File: config.mk
export PLATFORM = sky130hd
export DESIGN_NAME = id_stage_p
export DESIGN_NICKNAME = d
export VERILOG_FILES = /design/src/rtl/id_stage_p_pkg.sv /design/src/rtl/id_regfile.sv /design/src/rtl/id_stage_p.sv
export SDC_FILE = /design/constraint.sdc
export NUM_CORES = 1
export LEC_CHECK = 0
export ABC_AREA = 1
export CAP_MARGIN = 10
export CORE_ASPECT_RATIO = 0.5
export CORE_MARGIN = 4
export CORE_UTILIZATION = 45
export CTS_CLUSTER_DIAMETER = 200
export DETAILED_ROUTE_END_ITERATION = 8
export PLACE_DENSITY = 0.67
export SETUP_SLACK_MARGIN = 0.15
export SLEW_MARGIN = 5
export SYNTH_ARGS = -nofsm -noshare
export SYNTH_HDL_FRONTEND = slang
export SYNTH_SLANG_ARGS = --single-unit
File: constraint.sdc
create_clock -name clk -period 4 [get_ports clk]
set_input_delay 1.2 -clock clk [delete_from_list [all_inputs] [get_ports clk]]
set_output_delay 1.2 -clock clk [all_outputs]
set_load 0.02 [all_outputs]
File: src/rtl/id_stage_p_pkg.sv
// Shared definitions for the ID stage: opcode values, ALU operation codes,
// instruction field positions, the link register index, the ID/EX control
// bundle type and small opcode-classification helpers.
package id_stage_p_pkg;

  // Major opcodes, instruction[15:12]
  localparam logic [3:0] OP_RTYPE = 4'h0;
  localparam logic [3:0] OP_ADDI  = 4'h1;
  localparam logic [3:0] OP_LW    = 4'h2;
  localparam logic [3:0] OP_SW    = 4'h3;
  localparam logic [3:0] OP_BEQ   = 4'h4;
  localparam logic [3:0] OP_BNE   = 4'h5;
  localparam logic [3:0] OP_J     = 4'h6;
  localparam logic [3:0] OP_JAL   = 4'h7;
  localparam logic [3:0] OP_JR    = 4'h8;
  localparam logic [3:0] OP_ANDI  = 4'h9;
  localparam logic [3:0] OP_ORI   = 4'hA;
  localparam logic [3:0] OP_SLTI  = 4'hB;
  // Opcodes at or above this value are illegal
  localparam logic [3:0] OP_ILL_MIN = 4'hC;

  // ALU operations; R-type uses {1'b0, funct} so these match funct values
  localparam logic [3:0] ALU_ADD = 4'h0;
  localparam logic [3:0] ALU_SUB = 4'h1;
  localparam logic [3:0] ALU_AND = 4'h2;
  localparam logic [3:0] ALU_OR  = 4'h3;
  localparam logic [3:0] ALU_XOR = 4'h4;
  localparam logic [3:0] ALU_SLT = 4'h5;
  localparam logic [3:0] ALU_SLL = 4'h6;
  localparam logic [3:0] ALU_SRL = 4'h7;

  localparam logic [2:0] LINK_REG = 3'd7;

  // Instruction field bit positions
  localparam int OP_HI    = 15;
  localparam int OP_LO    = 12;
  localparam int RS_HI    = 11;
  localparam int RS_LO    = 9;
  localparam int RT_HI    = 8;
  localparam int RT_LO    = 6;
  localparam int RD_HI    = 5;
  localparam int RD_LO    = 3;
  localparam int FUNCT_HI = 2;
  localparam int FUNCT_LO = 0;
  localparam int IMM_HI   = 5;
  localparam int IMM_LO   = 0;
  localparam int IMM_W    = IMM_HI - IMM_LO + 1;

  // Control bundle carried in the ID/EX register
  typedef struct packed {
    logic       reg_write;
    logic       mem_read;
    logic       mem_write;
    logic       mem_to_reg;
    logic       alu_src;
    logic [3:0] alu_op;
    logic       branch;
    logic       branch_ne;
    logic       jump;
    logic       jump_reg;
    logic       link;
  } ctrl_t;

  // True when the opcode reads the rs field as a source operand
  function automatic logic uses_rs(input logic [3:0] op);
    logic r;
    case (op)
      OP_RTYPE, OP_ADDI, OP_LW, OP_SW, OP_BEQ, OP_BNE,
      OP_JR, OP_ANDI, OP_ORI, OP_SLTI: r = 1'b1;
      default:                         r = 1'b0;
    endcase
    return r;
  endfunction

  // True when the opcode reads the rt field as a source operand
  function automatic logic uses_rt(input logic [3:0] op);
    logic r;
    case (op)
      OP_RTYPE, OP_SW, OP_BEQ, OP_BNE: r = 1'b1;
      default:                         r = 1'b0;
    endcase
    return r;
  endfunction

endpackage

File: src/rtl/id_regfile.sv
// 8-entry register file for the ID stage.
// Two combinational read ports, one synchronous write port. r0 always reads
// zero and ignores writes. With WB_BYPASS=1 a read of the register being
// written in the same cycle returns the incoming write data.
// Ports:
//   clk, rst_n         clock, async active-low reset (clears all entries)
//   raddr1/raddr2      read addresses
//   rdata1/rdata2      read data
//   we, waddr, wdata   write enable, address, data
module id_regfile #(
  parameter int XLEN      = 16,
  parameter int WB_BYPASS = 1
) (
  input  logic            clk,
  input  logic            rst_n,
  input  logic [2:0]      raddr1,
  input  logic [2:0]      raddr2,
  output logic [XLEN-1:0] rdata1,
  output logic [XLEN-1:0] rdata2,
  input  logic            we,
  input  logic [2:0]      waddr,
  input  logic [XLEN-1:0] wdata
);

  logic [XLEN-1:0] mem_r [8];

  // Storage: cleared on reset, written on the clock edge except for r0
  always_ff @(posedge clk or negedge rst_n) begin
    if (!rst_n) begin
      for (int i = 0; i < 8; i++) begin
        mem_r[i] <= '0;
      end
    end else if (we && (waddr != 3'd0)) begin
      mem_r[waddr] <= wdata;
    end
  end

  // Read port 1 with r0 forcing and optional writeback forwarding
  always_comb begin
    if (raddr1 == 3'd0) begin
      rdata1 = '0;
    end else if ((WB_BYPASS != 0) && we && (waddr == raddr1)) begin
      rdata1 = wdata;
    end else begin
      rdata1 = mem_r[raddr1];
    end
  end

  // Read port 2 with r0 forcing and optional writeback forwarding
  always_comb begin
    if (raddr2 == 3'd0) begin
      rdata2 = '0;
    end else if ((WB_BYPASS != 0) && we && (waddr == raddr2)) begin
      rdata2 = wdata;
    end else begin
      rdata2 = mem_r[raddr2];
    end
  end

endmodule

File: src/rtl/id_stage_p.sv
// Instruction decode stage with ID/EX pipeline register.
// Decodes a 16-bit instruction, reads operands from id_regfile, detects
// load-use hazards against the instruction currently in ID/EX and registers
// the results. Priority at each edge: flush (bubble) > stall (hold) >
// hazard (bubble) > decode. instr_valid=0 also loads a bubble.
// Ports:
//   clk, rst_n                       clock, async active-low reset
//   stall, flush                     hold / kill control for ID/EX
//   instr_valid, instruction, pc     incoming instruction from IF/ID
//   wb_reg_write/_write_reg/_data    register file writeback
//   hazard_stall                     combinational load-use stall request
//   ex_*                             registered decode results
// Optional build macro ID_ILLEGAL_TRAP_EN adds output ex_illegal, set with
// ex_valid for opcodes C-F; without it those opcodes decode as a plain NOP.
module id_stage_p
  import id_stage_p_pkg::*;
#(
  parameter int XLEN          = 16,
  parameter int WB_BYPASS     = 1,
  parameter int HAZARD_DETECT = 1
) (
  input  logic            clk,
  input  logic            rst_n,
  input  logic            stall,
  input  logic            flush,
  input  logic            instr_valid,
  input  logic [15:0]     instruction,
  input  logic [XLEN-1:0] pc,
  input  logic            wb_reg_write,
  input  logic [2:0]      wb_write_reg,
  input  logic [XLEN-1:0] wb_write_data,
  output logic            hazard_stall,
  output logic            ex_valid,
  output logic [XLEN-1:0] ex_pc,
  output logic [2:0]      ex_rs,
  output logic [2:0]      ex_rt,
  output logic [2:0]      ex_dest,
  output logic [XLEN-1:0] ex_imm,
  output logic [XLEN-1:0] ex_reg1_data,
  output logic [XLEN-1:0] ex_reg2_data,
  output logic            ex_reg_write,
  output logic            ex_mem_read,
  output logic            ex_mem_write,
  output logic            ex_mem_to_reg,
  output logic            ex_alu_src,
  output logic [3:0]      ex_alu_op,
  output logic            ex_branch,
  output logic            ex_branch_ne,
  output logic            ex_jump,
  output logic            ex_jump_reg,
  output logic            ex_link
`ifdef ID_ILLEGAL_TRAP_EN
  ,
  output logic            ex_illegal
`endif
);

  // Instruction fields
  logic [3:0]      op_s;
  logic [2:0]      rs_s;
  logic [2:0]      rt_s;
  logic [2:0]      rd_s;
  logic [2:0]      funct_s;
  logic [IMM_W-1:0] imm6_s;

  assign op_s    = instruction[OP_HI:OP_LO];
  assign rs_s    = instruction[RS_HI:RS_LO];
  assign rt_s    = instruction[RT_HI:RT_LO];
  assign rd_s    = instruction[RD_HI:RD_LO];
  assign funct_s = instruction[FUNCT_HI:FUNCT_LO];
  assign imm6_s  = instruction[IMM_HI:IMM_LO];

  // Operand read
  logic [XLEN-1:0] rdata1_s;
  logic [XLEN-1:0] rdata2_s;

  id_regfile #(
    .XLEN      (XLEN),
    .WB_BYPASS (WB_BYPASS)
  ) u_regfile (
    .clk    (clk),
    .rst_n  (rst_n),
    .raddr1 (rs_s),
    .raddr2 (rt_s),
    .rdata1 (rdata1_s),
    .rdata2 (rdata2_s),
    .we     (wb_reg_write),
    .waddr  (wb_write_reg),
    .wdata  (wb_write_data)
  );

  // ID/EX register state
  logic            ex_valid_r;
  logic [XLEN-1:0] ex_pc_r;
  logic [2:0]      ex_rs_r;
  logic [2:0]      ex_rt_r;
  logic [2:0]      ex_dest_r;
  logic [XLEN-1:0] ex_imm_r;
  logic [XLEN-1:0] ex_reg1_r;
  logic [XLEN-1:0] ex_reg2_r;
  ctrl_t           ex_ctrl_r;

  // Decode results
  ctrl_t           ctrl_s;
  logic [2:0]      dest_s;
  logic [XLEN-1:0] imm_s;

  // Opcode decode into controls, destination and immediate
  always_comb begin
    ctrl_s = '0;
    dest_s = 3'd0;
    imm_s  = {{(XLEN-IMM_W){imm6_s[IMM_W-1]}}, imm6_s};
    case (op_s)
      OP_RTYPE: begin
        ctrl_s.reg_write = 1'b1;
        ctrl_s.alu_op    = {1'b0, funct_s};
        dest_s           = rd_s;
      end
      OP_ADDI, OP_ANDI, OP_ORI, OP_SLTI: begin
        ctrl_s.reg_write = 1'b1;
        ctrl_s.alu_src   = 1'b1;
        dest_s           = rt_s;
        if (op_s == OP_ANDI) begin
          ctrl_s.alu_op = ALU_AND;
          imm_s         = {{(XLEN-IMM_W){1'b0}}, imm6_s};
        end else if (op_s == OP_ORI) begin
          ctrl_s.alu_op = ALU_OR;
          imm_s         = {{(XLEN-IMM_W){1'b0}}, imm6_s};
        end else if (op_s == OP_SLTI) begin
          ctrl_s.alu_op = ALU_SLT;
        end else begin
          ctrl_s.alu_op = ALU_ADD;
        end
      end
      OP_LW: begin
        ctrl_s.reg_write  = 1'b1;
        ctrl_s.mem_read   = 1'b1;
        ctrl_s.mem_to_reg = 1'b1;
        ctrl_s.alu_src    = 1'b1;
        ctrl_s.alu_op     = ALU_ADD;
        dest_s            = rt_s;
      end
      OP_SW: begin
        ctrl_s.mem_write = 1'b1;
        ctrl_s.alu_src   = 1'b1;
        ctrl_s.alu_op    = ALU_ADD;
      end
      OP_BEQ: begin
        ctrl_s.branch = 1'b1;
        ctrl_s.alu_op = ALU_SUB;
      end
      OP_BNE: begin
        ctrl_s.branch_ne = 1'b1;
        ctrl_s.alu_op    = ALU_SUB;
      end
      OP_J: begin
        ctrl_s.jump = 1'b1;
      end
      OP_JAL: begin
        ctrl_s.jump      = 1'b1;
        ctrl_s.link      = 1'b1;
        ctrl_s.reg_write = 1'b1;
        dest_s           = LINK_REG;
      end
      OP_JR: begin
        ctrl_s.jump_reg = 1'b1;
      end
      default: begin
        // Illegal opcodes: valid NOP with no controls
        dest_s = 3'd0;
      end
    endcase
  end

  // Load-use hazard: the load in ID/EX targets a source of the incoming op
  logic hazard_s;
  assign hazard_s = (HAZARD_DETECT != 0) && instr_valid && ex_valid_r &&
                    ex_ctrl_r.mem_read && (ex_dest_r != 3'd0) &&
                    ((uses_rs(op_s) && (rs_s == ex_dest_r)) ||
                     (uses_rt(op_s) && (rt_s == ex_dest_r)));

  logic bubble_s;
  assign bubble_s = flush || (!stall && (hazard_s || !instr_valid));

`ifdef ID_ILLEGAL_TRAP_EN
  logic ex_illegal_r;
  logic illegal_s;
  assign illegal_s = (op_s >= OP_ILL_MIN);

  // Illegal-opcode flag, tracking the ID/EX slot
  always_ff @(posedge clk or negedge rst_n) begin
    if (!rst_n) begin
      ex_illegal_r <= 1'b0;
    end else if (bubble_s) begin
      ex_illegal_r <= 1'b0;
    end else if (!stall) begin
      ex_illegal_r <= illegal_s;
    end
  end

  assign ex_illegal = ex_illegal_r;
`endif

  // ID/EX pipeline register: flush/hazard/invalid load a zeroed bubble,
  // stall holds, otherwise the decoded instruction is captured
  always_ff @(posedge clk or negedge rst_n) begin
    if (!rst_n) begin
      ex_valid_r <= 1'b0;
      ex_pc_r    <= '0;
      ex_rs_r    <= 3'd0;
      ex_rt_r    <= 3'd0;
      ex_dest_r  <= 3'd0;
      ex_imm_r   <= '0;
      ex_reg1_r  <= '0;
      ex_reg2_r  <= '0;
      ex_ctrl_r  <= '0;
    end else if (bubble_s) begin
      ex_valid_r <= 1'b0;
      ex_pc_r    <= '0;
      ex_rs_r    <= 3'd0;
      ex_rt_r    <= 3'd0;
      ex_dest_r  <= 3'd0;
      ex_imm_r   <= '0;
      ex_reg1_r  <= '0;
      ex_reg2_r  <= '0;
      ex_ctrl_r  <= '0;
    end else if (!stall) begin
      ex_valid_r <= 1'b1;
      ex_pc_r    <= pc;
      ex_rs_r    <= rs_s;
      ex_rt_r    <= rt_s;
      ex_dest_r  <= dest_s;
      ex_imm_r   <= imm_s;
      ex_reg1_r  <= rdata1_s;
      ex_reg2_r  <= rdata2_s;
      ex_ctrl_r  <= ctrl_s;
    end
  end

  assign hazard_stall  = hazard_s;
  assign ex_valid      = ex_valid_r;
  assign ex_pc         = ex_pc_r;
  assign ex_rs         = ex_rs_r;
  assign ex_rt         = ex_rt_r;
  assign ex_dest       = ex_dest_r;
  assign ex_imm        = ex_imm_r;
  assign ex_reg1_data  = ex_reg1_r;
  assign ex_reg2_data  = ex_reg2_r;
  assign ex_reg_write  = ex_ctrl_r.reg_write;
  assign ex_mem_read   = ex_ctrl_r.mem_read;
  assign ex_mem_write  = ex_ctrl_r.mem_write;
  assign ex_mem_to_reg = ex_ctrl_r.mem_to_reg;
  assign ex_alu_src    = ex_ctrl_r.alu_src;
  assign ex_alu_op     = ex_ctrl_r.alu_op;
  assign ex_branch     = ex_ctrl_r.branch;
  assign ex_branch_ne  = ex_ctrl_r.branch_ne;
  assign ex_jump       = ex_ctrl_r.jump;
  assign ex_jump_reg   = ex_ctrl_r.jump_reg;
  assign ex_link       = ex_ctrl_r.link;

endmodule

==> results.py, run 1 <==
metrics = {
    "worst_setup_path": {
        "r2r-end": "ex_dest[2]",
        "rr_startpoint": "ex_dest[2]",
        "crit_top_cell": "nand3_2",
        "path_max_fanout": 6,
        "crit_type": "input port to output pin",
        "crit_chain": "clkdlybuf4s50_1 > nor2_2 > nand2_1 > nand3_2 > nand3_2 > nand2_2 > nand2_4 > inv_1 > buf_2",
        "crit_required_ns": 2.80,
        "r2r_slack_ns": 1.77,
        "worstPathArrival_ns": 2.52,
        "end_kind": "output pin",
        "cp_slowest_stage_delay_ns": 0.51,
        "rr_worst_depth": 11,
        "slowest_stage": "clkdlybuf4s50_1",
        "startpoint_type": "input port",
    },
    "synth": {
        "synth_cell_types": 27,
        "synth.area.mux_share_pct": 0,
        "synth_top_area_share_pct": 47.2,
        "synth_area_sq_mm": 0.0109,
        "synth-xor-area-share_pct": 0.322,
        "synth_compound_area_share_pct": 14.2,
        "ys_warn_count": 0,
        "yosys.area_share.adder_pct": 0,
        "syn_area_per_cell_sq_um": 7.36,
        "yosys-top-cells-area": "dfrtp_1 47%, nand2_1 16%, o21ai_0 8.8%, nand3_1 6.4%, nor2_1 4.6%",
        "synth_top_family_by_area": "simple AND/OR/NAND/NOR gates",
        "synth_fp_nets": 1534,
        "synth-simple-area-share_pct": 29.4,
        "synthCells": 1477,
        "synth-seq-cells": 205,
        "synth_top_area_cell": "dfrtp_1",
        "ys_seq_area_share_pct": 47.2,
    },
    "global_routing": {
        "grtUsageMet1_pct": 36.7,
        "busiest_layer": "met2",
        "grt_pass1_wl_um": 55600,
        "grtUsageTotal_pct": 25.3,
        "met2_usage_pct": 39.2,
        "overflow": 0,
        "grt_max_degree": 97,
        "grt.met3_usage_pct": 5.10,
        "grt_pass1_vias": 10100,
        "antenna_found_initial": 2,
    },
    "clocking": {
        "tritoncts": "yes",
        "clkLatencyLatePin_ns": 0.50,
        "cts_hold_buf": 0,
        "clock_sinks": 205,
        "postCtsSetupBuffers": 0,
        "clock_path_buffers": 3,
        "root_buffer": "clkbuf_16",
        "clk_pin_slew_worst_paths_ns": 0.06,
        "cts-htree-levels": 1,
        "numCtsBuffers": 21,
    },
    "floorplan": {
        "ios": 146,
        "rows": 39,
        "dieHeight_um": 118,
        "initial_core_util_pct": 46.7,
        "die_x_um": 228,
        "die_area_sq_mm": 0.0269,
        "core_area_sq_mm": 0.0233,
    },
    "status": {
        "run_status": "complete, no violations",
    },
    "route": {
        "drc_errors": 0,
        "drt_first_pass_iters": 6,
        "ant_nets": 0,
        "avgRoutedWirePerCell_um": 18.4,
        "viasPerCell": 5.50,
        "vias": 10400,
        "routed_wl_um": 34700,
        "drt_iter0_drc": 1304,
    },
    "sta": {
        "setup_viol": 0,
        "period_share_pct": 93.1,
        "tightest_slew_ns": 1.02,
        "post-route-min-period_ns": 3.72,
        "hold_viol_final": 0,
        "skew_ns": 0.00899,
        "hold_ws_ns": 0.378,
        "fin_tns_setup_ns": 0,
        "rsz0062_at_grt": "false",
        "finalMaxSlewViolations": 0,
        "fmax_mhz": 269,
        "relSlewSlack_pct": 31.8,
    },
    "layout": {
        "largest_reg_flops": 128,
        "final_cell_area_sq_mm": 0.0132,
        "top_register": "u_regfile.mem_r",
        "areaGrowthSynthToFinish_pct": 21.3,
        "layout-drive-gt1-share_pct": 8.17,
        "nets": 1621,
    },
    "place": {
        "dpl_cell_area_sq_mm": 0.0125,
        "port_buffers": 144,
        "post-dp-hpwl_um": 22600,
        "gp_congestion": 0.855,
    },
    "hold_path": {
        "hold_end": "u_regfile.mem_r[121]",
        "hold_class": "flop to flop",
        "worstHoldStart": "u_regfile.mem_r[121]",
        "hold_path_depth": 0,
    },
    "flow_run": {
        "maxCapViolCount": 0,
    },
    "power_and_ir_drop": {
        "power_uw": 5550,
        "power_leakage_uw": 0.00635,
        "ir_worst_vdd_mv": 0.273,
        "p_per_area_mw_per_mm2": 421,
    },
}
-- per-layer routing --
metal,wire [um],vias up
met4,755,2
met3,3140,62
met2,15000,491
li1,-,4943
met5,13,-
met1,15700,4883
-- worst max-delay path: cells and delay by family --
family | cells | cell delay (ns)
AND/OR/NAND/NOR | 6 | 0.60
buffers and inverters | 3 | 0.73
-- final cells by class --
class	instances	area [sq um]
Sequential cell	205	5130
Tap cell	307	384
Clock inverter	10	105
Inverter	76	288
Clock buffer	27	598
Timing Repair Buffer	192	1880
Multi-Input combinational cell	1068	4800
Antenna cell	1	2.50
Fill cell	2136	10100
-- metrics by stage --
stage	worst slack (ns)	util, %	std cells
after floorplan	0.587	-	1477
after global placement	-0.138	53.6	1848
after detailed placement	-0.170	53.6	1848
after CTS	0.169	56.7	1885
after global routing	0.187	56.7	1886
final	0.276	56.7	1886
-- where the power goes --
group | leakage [uW] | switching (uW) | internal, uW
logic | 0.00334 | 621 | 400
registers | 0.00267 | 185 | 2320
clock network | 0.000348 | 841 | 1180
total | 0.00635 | 1650 | 3900
-- what timing repair did --
item / CTS / global route
setup endpoints to repair: 1 / 1
pin swaps: 0 / 0
resized for setup: 3 / 2
cloned: 0 / 0
-- worst max path at each step --
| stage | startpoint | to | slack, ns | cells after the start |
|---|---|---|---|---|
| final | instruction[14] | hazard_stall | 0.28 | 9 |
| after global placement | instruction[8] | hazard_stall | -0.14 | 10 |
| after CTS | instruction[8] | hazard_stall | 0.17 | 10 |
| after detailed placement | instruction[8] | hazard_stall | -0.17 | 10 |
| after global routing | instruction[13] | hazard_stall | 0.19 | 10 |
| after floorplan | instruction[6] | hazard_stall | 0.59 | 11 |
-- kinds of logic after synthesis --
logic type | after synthesis
and+or+nand+nor | 756
AOI/OAI and AO/OA | 307
DFF | 205
buffers and inverters | 204
xor gates and xnor gates | 4
other | 1
-- layout by cell type, fill, tap and decap left out --
master / netlist / final
inv_4: 1 / 1
inv_1: 69 / 69
diode_2: 0 / 1
o21ai_1: 31 / 31
xnor2_1: 1 / 1
nor2_2: 3 / 3
bufinv_16: 0 / 2
buf_2: 43 / 3
nand4_1: 3 / 3
clkinv_1: 1 / 1
nand2_4: 1 / 1
nor3_4: 0 / 1
dlymetal6s2s_1: 0 / 1
nand2_1: 449 / 449
nand3_1: 138 / 138
o21ai_0: 192 / 192
clkbuf_16: 0 / 21
xor2_1: 3 / 3
clkinv_2: 0 / 6
nor2_1: 133 / 131
buf_4: 21 / 41
clkinvlp_4: 0 / 2
clkdlybuf4s50_1: 0 / 139
conb_1: 1 / 1
nand2_2: 4 / 4
clkbuf_1: 52 / 1
clkbuf_8: 0 / 6
dfrtp_1: 205 / 205
a211oi_1: 1 / 1
inv_2: 5 / 5
nor2_4: 1 / 3
buf_12: 0 / 7
a21oi_1: 83 / 83
nand3_2: 23 / 23
-- synthesized netlist by cell type --
master	n
buf_1	4
dfrtp_1	205
buf_6	8
buf_4	21
nor2_2	3
clkbuf_1	52
inv_1	69
nand2_4	1
nand3_2	23
o21ai_1	31
xor2_1	3
inv_2	5
nand2_2	4
a21oi_1	83
nor3_2	1
a211oi_1	1
clkinv_1	1
nand2_1	449
buf_2	43
nor2_4	1
nand4_1	3
inv_4	1
xnor2_1	1
conb_1	1
nor2_1	133
nand3_1	138
o21ai_0	192
No activity file was read; power rests on OpenSTA's default activity.
==> inputs of run 2 (changes only) <==
CTS_CLUSTER_DIAMETER = not set   (was 200)
DONT_BUFFER_PORTS = 1   (was not set)
PLACE_DENSITY = 0.6   (was 0.67)
==> run 2 against run 1 <==
Effect of this change:
- utilization decreased by 7.7 points
- sequential share of layout area increased by 6.1 points
- critical path depth fell by 2
- register-to-register slack got worse by 0.09 ns
- power down 6.9%
- largest cell class unchanged
==> results.py, run 2 (synthesis results as in run 1) <==
metrics = {
    "status": {
        "run_status": "complete, no violations",
    },
    "global_routing": {
        "grt_pass1_wl_um": 53300,
        "grtUsageTotal_pct": 24.4,
        "antenna_found_initial": 0,
        "overflow": 0,
        "grt_pass1_vias": 9054,
        "grt_max_degree": 206,
    },
    "floorplan": {
        "dieHeight_um": 118,
        "core_area_sq_mm": 0.0233,
        "die_x_um": 228,
        "initial_core_util_pct": 46.7,
        "die_area_sq_mm": 0.0269,
        "rows": 39,
        "ios": 146,
    },
    "layout": {
        "multiInputGateArea_sq_mm": 0.00480,
        "nets": 1444,
        "fillers": 2285,
        "final_cell_mix": "449 x nand2_1, 204 x dfrtp_1, 192 x o21ai_0",
        "final_common_cell": "nand2_1",
        "largest_reg_flops": 128,
        "layout-drive-gt1-share_pct": 6.29,
        "top_register": "u_regfile.mem_r",
        "areaGrowthSynthToFinish_pct": 4.84,
        "register_area_sq_mm": 0.00513,
        "diodes": 0,
    },
    "route": {
        "viasPerCell": 5.70,
        "routed_wl_um": 33300,
        "drt_first_pass_iters": 6,
        "drt_iter0_drc": 1266,
        "avgRoutedWirePerCell_um": 19.5,
        "vias": 9724,
        "ant_nets": 0,
        "drc_errors": 0,
    },
    "power_and_ir_drop": {
        "comb_power_share_pct": 13.9,
        "p_sw_uw": 1490,
        "clkPwrFrac_pct": 36.5,
        "p_sw_share_pct": 28.9,
        "p_int_uw": 3680,
        "ir_worst_vdd_mv": 0.238,
        "p_per_area_mw_per_mm2": 453,
        "power_leakage_uw": 0.00561,
        "seq_power_share_pct": 49.6,
    },
    "sta": {
        "fin_ws_ns": 0.633,
        "skew_ns": 0.00800,
        "period_share_pct": 84.2,
        "fin_tns_setup_ns": 0,
        "fmax_mhz": 297,
        "rsz0062_at_grt": "false",
        "setup_viol": 0,
        "tightest_slew_ns": 1.15,
        "post-route-min-period_ns": 3.37,
        "hold_viol_final": 0,
        "relSlewSlack_pct": 23.4,
        "finalMaxSlewViolations": 0,
    },
    "worst_setup_path": {
        "rr_startpoint": "ex_dest[2]",
        "worstPathArrival_ns": 2.17,
        "crit_chain": "nor2_2 > nand2_2 > nand3_2 > nand3_2 > nand2_2 > nand2_4 > inv_1",
        "path_max_fanout": 18,
        "r2r_slack_ns": 1.68,
        "crit_type": "input port to output pin",
        "startpoint_type": "input port",
        "r2r-end": "ex_jump",
        "slowest_stage": "inv_1",
        "crit_required_ns": 2.80,
        "rr_worst_depth": 9,
        "cpLargestDelayFamily": "simple AND/OR/NAND/NOR gates",
        "end_kind": "output pin",
        "cp_num_buf_inv": 1,
        "cp_slowest_stage_delay_ns": 0.22,
    },
    "hold_path": {
        "hold_class": "flop to flop",
        "hold_end": "u_regfile.mem_r[113]",
        "worstHoldStart": "u_regfile.mem_r[113]",
        "hold_path_depth": 0,
    },
    "place": {
        "dp_worst_setup_slack_ns": 0.646,
        "port_buffers": 0,
        "post-dp-hpwl_um": 21200,
        "gp_congestion": 0.856,
    },
    "clocking": {
        "cts_resized": 0,
        "clock_sinks": 205,
        "clock_path_buffers": 3,
        "root_buffer": "clkbuf_16",
        "clkLatencyLatePin_ns": 0.50,
        "postCtsSetupBuffers": 0,
        "numCtsBuffers": 21,
        "cts-htree-levels": 1,
        "clk_pin_slew_worst_paths_ns": 0.06,
        "cts_hold_buf": 0,
        "tritoncts": "yes",
    },
    "flow_run": {
        "maxCapViolCount": 0,
    },
}
run 2: changes by cell type in the layout (fill, tap and decap cells not counted), moves of 2 or more:
cell | before | now
buf_12 | 7 | 2
clkinvlp_4 | 2 | 0
buf_4 | 41 | 13
clkinv_2 | 6 | 2
clkbuf_1 | 1 | 5
buf_2 | 3 | 0
clkdlybuf4s50_1 | 139 | 0
bufinv_16 | 2 | 0
run 2: worst reg2reg max path: stages, from the launching register on:
cell	delay, ns
dfrtp_1	0.56
inv_1	0.14
nand2_1	0.08
nand2_1	0.05
nor2_1	0.13
nand3_2	0.09
nand2_2	0.09
nand2_4	0.17
nand2_1	0.62
o21ai_0	0.22
run 2: layout make-up:
cell class,instances,share of cell area [%]
multi-input cells,1068,42.1
inverters,76,2.53
well taps,307,3.37
repair buffers,15,1.21
clock inverters,4,0.242
clock buffers,32,5.50
flip-flops and latches,205,45.0
run 2: stage by stage:
step,cells,util (%),hold slack [ns],power (uW),instance area (sq um)
2_1_floorplan,1477,-,0.429,3140,10900
4_1_cts,1707,49.0,0.380,5190,11400
3_5_place_dp,1671,46.1,0.366,3300,10700
3_3_place_gp,1671,46.1,0.365,3270,10700
6_report,1707,49.0,0.375,5170,11400
5_1_grt,1707,49.0,0.371,5450,11400
run 2: worst max-delay path by stage:
stage / start / depth (start not counted) / end
final: instruction[14] / 7 / hazard_stall
after global routing: instruction[14] / 7 / hazard_stall
after detailed placement: instruction[14] / 7 / hazard_stall
after floorplan: instruction[6] / 11 / hazard_stall
after CTS: instruction[14] / 7 / hazard_stall
after global placement: instruction[14] / 7 / hazard_stall
run 2: power by group through the flow:
stage / Combinational, uW / Sequential (uW) / Clock [uW]
6_report: 718 / 2560 / 1890
2_1_floorplan: 612 / 2530 / 0
3_3_place_gp: 691 / 2580 / 0
4_1_cts: 714 / 2550 / 1920
3_5_place_dp: 711 / 2590 / 0
5_1_grt: 839 / 2590 / 2020
run 2: per-layer routing:
layer	part of all wire (%)	vias up	global-route usage [%]	wire, um
met5	0	-	0	0
met4	2.3	0	5.81	769
met3	9.1	50	6.12	3020
met2	42	417	35.9	14100
met1	46	4677	36.1	15400
li1	-	4580	-	-
==> inputs of run 3 (changes only) <==
PLACE_DENSITY = 0.62   (was 0.6)
clock period = 2.95 ns   (was 4 ns; I/O delays follow)
==> run 3 against run 2 <==
Effect of this change:
- cell area up 1.6%
- first-iteration DRC count shrank 1.3%
- final cell count increased by 0.88%
- flip-flop and latch count is the same
- die area did not move
==> results.py, run 3 (synthesis results as in run 1) <==
metrics = {
    "sta": {
        "period_share_pct": 90.1,
        "hold_viol_final": 0,
        "finalMaxSlewViolations": 0,
        "tightest_slew_ns": 0.627,
        "post-route-min-period_ns": 2.66,
        "skew_ns": 0.0180,
        "rsz0062_at_grt": "false",
        "setup_viol": 0,
        "fmax_mhz": 376,
        "relSlewSlack_pct": 58.2,
        "fin_tns_setup_ns": 0,
    },
    "worst_setup_path": {
        "worstPathArrival_ns": 1.77,
        "slowest_stage": "dfrtp_2",
        "crit_required_ns": 2.07,
        "crit_chain": "inv_2 > nand2_1 > nand2_1 > nor2_1 > nand3_2 > nand2_2 > nand2_4 > inv_2 > buf_4",
        "startpoint_type": "flop",
        "end_kind": "output pin",
        "path_max_fanout": 5,
        "crit_type": "flop to output pin",
        "cp_slowest_stage_delay_ns": 0.50,
    },
    "power_and_ir_drop": {
        "ir_worst_vdd_mv": 0.412,
        "p_per_area_mw_per_mm2": 627,
        "power_leakage_uw": 0.00571,
    },
    "floorplan": {
        "die_area_sq_mm": 0.0269,
        "ios": 146,
        "dieHeight_um": 118,
        "die_x_um": 228,
        "initial_core_util_pct": 46.7,
        "core_area_sq_mm": 0.0233,
        "rows": 39,
    },
    "layout": {
        "utilization_pct": 49.8,
        "fillers": 2277,
        "final_common_cell": "nand2_1",
        "diodes": 0,
        "nets": 1457,
        "areaGrowthSynthToFinish_pct": 6.54,
        "multiInputGateArea_sq_mm": 0.00480,
        "register_area_sq_mm": 0.00513,
        "largest_reg_flops": 128,
        "top_register": "u_regfile.mem_r",
        "layout-drive-gt1-share_pct": 7.92,
        "final_cell_mix": "449 x nand2_1, 201 x dfrtp_1, 192 x o21ai_0",
    },
    "global_routing": {
        "grt_pass1_wl_um": 51700,
        "grtUsageTotal_pct": 23.6,
        "grt_pass1_vias": 8869,
        "antenna_found_initial": 0,
        "grt_max_degree": 206,
        "overflow": 0,
    },
    "status": {
        "run_status": "complete, no violations",
    },
    "clocking": {
        "clk_pin_slew_worst_paths_ns": 0.06,
        "numCtsBuffers": 21,
        "root_buffer": "clkbuf_16",
        "cts_hold_buf": 0,
        "tritoncts": "yes",
        "clkLatencyLatePin_ns": 0.51,
        "cts-htree-levels": 1,
        "clock_path_buffers": 3,
        "clock_sinks": 205,
    },
    "place": {
        "port_buffers": 0,
        "gp_congestion": 0.870,
        "post-dp-hpwl_um": 20800,
    },
    "route": {
        "routed_wl_um": 32800,
        "drt_iter0_drc": 1250,
        "drt_first_pass_iters": 5,
        "viasPerCell": 5.69,
        "drc_errors": 0,
        "ant_nets": 0,
        "vias": 9794,
        "avgRoutedWirePerCell_um": 19.0,
    },
    "flow_run": {
        "maxCapViolCount": 0,
    },
    "hold_path": {
        "hold_class": "input port to asynchronous set/reset pin",
    },
}
## run 3: changes by cell type in the layout (fill, tap and decap cells not counted), sizes merged
cell	previous run	this run
clkinv	4	8
buf	15	28
clkinvlp	0	1
clkbuf	32	26
bufinv	0	3
## run 3: stage by stage
stage               power, uW  instance area, sq um  hold slack (ns)  setup slack [ns]  std cells
CTS                      7300                 11600           0.0608             0.164       1719
detailed placement       4480                 10800            0.366             0.184       1681
global route             7640                 11600           0.0501             0.200       1722
floorplan                4260                 10900            0.429             0.167       1477
global placement         4440                 10800            0.365             0.312       1681
finish                   7270                 11600           0.0731             0.291       1722
## run 3: path summary, 6_finish.rpt
kind,start,to,slack [ns],cells past startpoint
worst max-delay path,ex_dest[2],hazard_stall,0.29,9
worst min-delay path,rst_n,ex_branch_ne,0.07,0
worst max register to register,ex_dest[2],ex_dest[2],0.66,11
worst min register to register,u_regfile.mem_r[118],u_regfile.mem_r[118],0.38,0
max in group asynchronous,rst_n,u_regfile.mem_r[32],2.51,0
min in group clk,u_regfile.mem_r[118],u_regfile.mem_r[118],0.38,0
## run 3: worst max-delay path, delay by kind of cell (launching register included)
family                 cells  cell delay [ns]
buffers and inverters      3             0.27
flip-flops                 1             0.50
AND/OR/NAND/NOR            6             0.49
## run 3: layer usage
layer | routed length [um] | vias to the layer above | GRT usage, % | share of wire, %
met5 | 0 | - | 0 | 0
met2 | 14300 | 513 | 35.5 | 44
met3 | 3280 | 52 | 6.04 | 10
met4 | 653 | 0 | 5.46 | 2.0
li1 | - | 4610 | - | -
met1 | 14500 | 4619 | 34.3 | 44
## run 3: what timing repair did
| item | in CTS | in global routing |
|---|---|---|
| gates resized for setup | 2 | 3 |
| endpoints found under the setup margin | 1 | 1 |
| setup buffers | 0 | 3 |
## run 3: final cells by class
type                    count  share of cell area, %
repair buffers             28                   2.14
multi-input cells        1068                   41.4
well taps                 307                   3.32
flip-flops and latches    205                   44.3
inverters                  76                   2.49
clock buffers              26                   5.05
clock inverters            12                   1.22
## run 3: report_power, final
| group | internal (uW) | total, uW | leakage [uW] | switching [uW] |
|---|---|---|---|---|
| Clock | 1670 | 2810 | 0.000363 | 1140 |
| Sequential | 3140 | 3460 | 0.00266 | 320 |
| Combinational | 381 | 991 | 0.00268 | 610 |
